--- src/rtl/clk_test_stage.sv ---
// One delay-line register with synchronous reset. The reset value is a parameter
// so the block shows a known pattern once reset has reached the flops.
module clk_test_stage #(
  parameter int unsigned           WIDTH       = 16,
  parameter logic [WIDTH-1:0]      RESET_VALUE = '0
) (
  input  logic             clk,
  input  logic             rst,
  input  logic [WIDTH-1:0] d,
  output logic [WIDTH-1:0] q
);

  always_ff @(posedge clk) begin
    if (rst) q <= RESET_VALUE;
    else     q <= d;
  end

endmodule

--- config.mk ---
export PLATFORM = sky130hd
export DESIGN_NAME = clk_test_stage
export DESIGN_NICKNAME = d
export VERILOG_FILES = /design/src/rtl/clk_test_stage.sv
export SDC_FILE = /design/constraint.sdc
export NUM_CORES = 1
export LEC_CHECK = 0
export BUFFER_PORTS_ARGS = -buffer_cell sky130_fd_sc_hd__buf_2
export CAP_MARGIN = 20
export CORE_UTILIZATION = 35
export CTS_CLUSTER_SIZE = 24
export DETAILED_ROUTE_END_ITERATION = 10
export PLACE_DENSITY = 0.71
export SETUP_SLACK_MARGIN = 0.5
export SLEW_MARGIN = 10
export SYNTH_ARGS = -nofsm -noshare
export SYNTH_HDL_FRONTEND = slang
export SYNTH_SLANG_ARGS = --single-unit
--- constraint.sdc ---
create_clock -name clk -period 0.8 [get_ports clk]
set_input_delay 0.04 -clock clk [delete_from_list [all_inputs] [get_ports clk]]
set_output_delay 0.04 -clock clk [all_outputs]
set_load 0.05 [all_outputs]
==> results_dict.tcl <==
set metrics [dict create \
    status "finished with violations" \
    violations "negative hold slack, negative setup slack" \
    rsz0062_at_grt "true" \
    grt_pass1_wl_um 1373 \
    cts_root_buffer "clkbuf_4" \
    startpoint_type "register" \
    cap_violations 0 \
    largest_reg_flops 16 \
    vias 334 \
    synth_common_cells "dfxtp_1 (16), nor2b_2 (7), and2b_2 (6)" \
    setup_ws_ps -4.368 \
    synth.avg_cell_area_sq_um 14.07 \
    worstPathArrival_ps 760 \
    start_util_pct 39.64 \
    ys_ff_latch 16 \
    regMostFlops "q" \
    post_drt_wl_per_cell_um 9.500 \
    post-route-util_pct 75.96 \
    ys_types 5 \
    synth-seq-area-share_pct 69.00 \
    timing.final.crit_share_pct 100.5 \
    hp-class "in2reg" \
    synth.net_count 51 \
    min_period_ps 804.4 \
    final_cells 84 \
    path_buf_inv 1 \
    hold_ws_ps -28.98 \
    worst_path_max_delay_cell "dfxtp_4" \
    design.core.area_sq_mm 0.001171 \
    worstPathMaxFanout 1 \
    cp_slowest_stage_delay_ps 350 \
    critical_path_required_ps 760 \
    drc_errors 0 \
    grt_max_degree 11 \
    netlist_instances 33 \
    drive_gt1_share_pct 94.29 \
    routabilityCongestion 0.6058 \
    fmax_ghz 1.243 \
    yosys.area.top_type "dfxtp_1" \
    io_buffers 33 \
    netlist_area_sq_um 464.2 \
    die_area_sq_mm 0.001476 \
    cts_tree "built" \
    power-per-cell-area_mw_per_mm2 1810 \
    cp.depth 1 \
    area_delta_synth_final_pct 91.64 \
    synth-edff-count 0 \
    p_total_w 0.001610 \
    dp.cells 80 \
    worst_pin_slew_ps 138.0 \
    crit_path_end_kind "output pin" \
    cts_buffers 3 \
    die_y_um 38.42 \
    routed_wl_um 798 \
    post_cts_buffers 0 \
    rows 12 \
    hold_depth 2 \
    leakage_nw 0.4056 \
    finalHoldViolations 16 \
    synth_most_common_cell "dfxtp_1" \
    cts-htree-levels 1 \
    io_pins 34 \
    n_antenna_cell 0 \
    crit_chain "buf_8" \
    clock_path_buffers 2 \
    reg_top3 "q x16" \
    avgViaCountPerCell 3.976 \
    cts.clk_slew.worst_paths_ps 80 \
    cts.sinks 16 \
    setup_violations 9 \
    grt_pass1_vias 335 \
    synth_area_leaders "dfxtp_1 (69%), nor2b_2 (13%), and2b_2 (11%)" \
    antenna_found_initial 0 \
    ir_drop_mv 1.089 \
    drtPass1Iterations 1 \
    grt.overflow.total 0 \
    crit_family "flip-flops" \
    yosysTopAreaCellShare_pct 69.00 \
    synth_flop_cell "dfxtp_1" \
    synth_async_sr_flop_share_pct 0 \
    final_nets 89 \
    slew_violations 0 \
    yosysWarnings 0 \
    ant_nets 0 \
    critPathKind "reg2out" \
    die_w_um 38.42 \
    drt_iter0_drc 0 \
    grt_usage_pct 14.15 \
    relSlewSlack_pct 90.80 \
]
-- power breakdown --
group | switching (W) | total (W) | internal, W
clock | 0.000218 | 0.000398 | 0.000180
combinational | 0.000194 | 0.000369 | 0.000175
sequential | 0.0000264 | 0.000842 | 0.000816
total | 0.000439 | 0.00161 | 0.00117
-- logic make-up after synthesis --
| family | synth area share, % |
|---|---|
| flops | 69.00 |
| buf+inv | 2.426 |
| simple gates | 28.57 |
-- worst paths after layout --
check	start	to	slack [ps]
setup / recovery	q[14]$_SDFF_PP0_	q[14]	-4
hold / removal	d[9]	q[9]$_SDFF_PP0_	-30
-- layout by cell type, fill, tap and decap left out, drive strengths merged --
master | Yosys | routed
nor2b | 10 | 10
and2b | 6 | 6
buf | 1 | 34
dfxtp | 16 | 16
clkbuf | 0 | 3
clkinv | 0 | 1
-- final cells by class --
type                    count  area (sq um)
fillers                    74         281.5
flip-flops and latches     16         380.4
clock inverters             1         3.754
clock buffers               3         22.52
repair buffers             34         332.8
multi-input cells          16         132.6
well taps                  14         17.52
-- through the flow --
stage          hold WS (ps)  worst slack [ps]  setup TNS, ps  cell area [sq um]
2_1_floorplan         166.8             352.2              0              533.0
6_report             -28.98            -4.368         -16.26              889.6
3_3_place_gp          248.3             196.3              0              703.2
3_5_place_dp          251.5             197.4              0              703.2
5_1_grt              -47.22            -53.46         -676.1              889.6
4_1_cts              -40.02            -20.96         -247.2              889.6
-- repair_timing --
item | 4_1_cts | 5_1_grt
endpoints found under the setup margin | 16 | 16
resized for setup | 48 | 0
hold endpoints to repair | 16 | 15
-- routing by layer --
metal / GRT usage [%] / part of all wire (%) / up-vias
met5: 0 / 0 / -
met3: 3.488 / 6.8 / 2
met2: 24.58 / 58 / 20
met4: 7.759 / 1.8 / 0
met1: 15.58 / 34 / 140
li1: - / - / 172
Power figures use the tool's default switching activity.
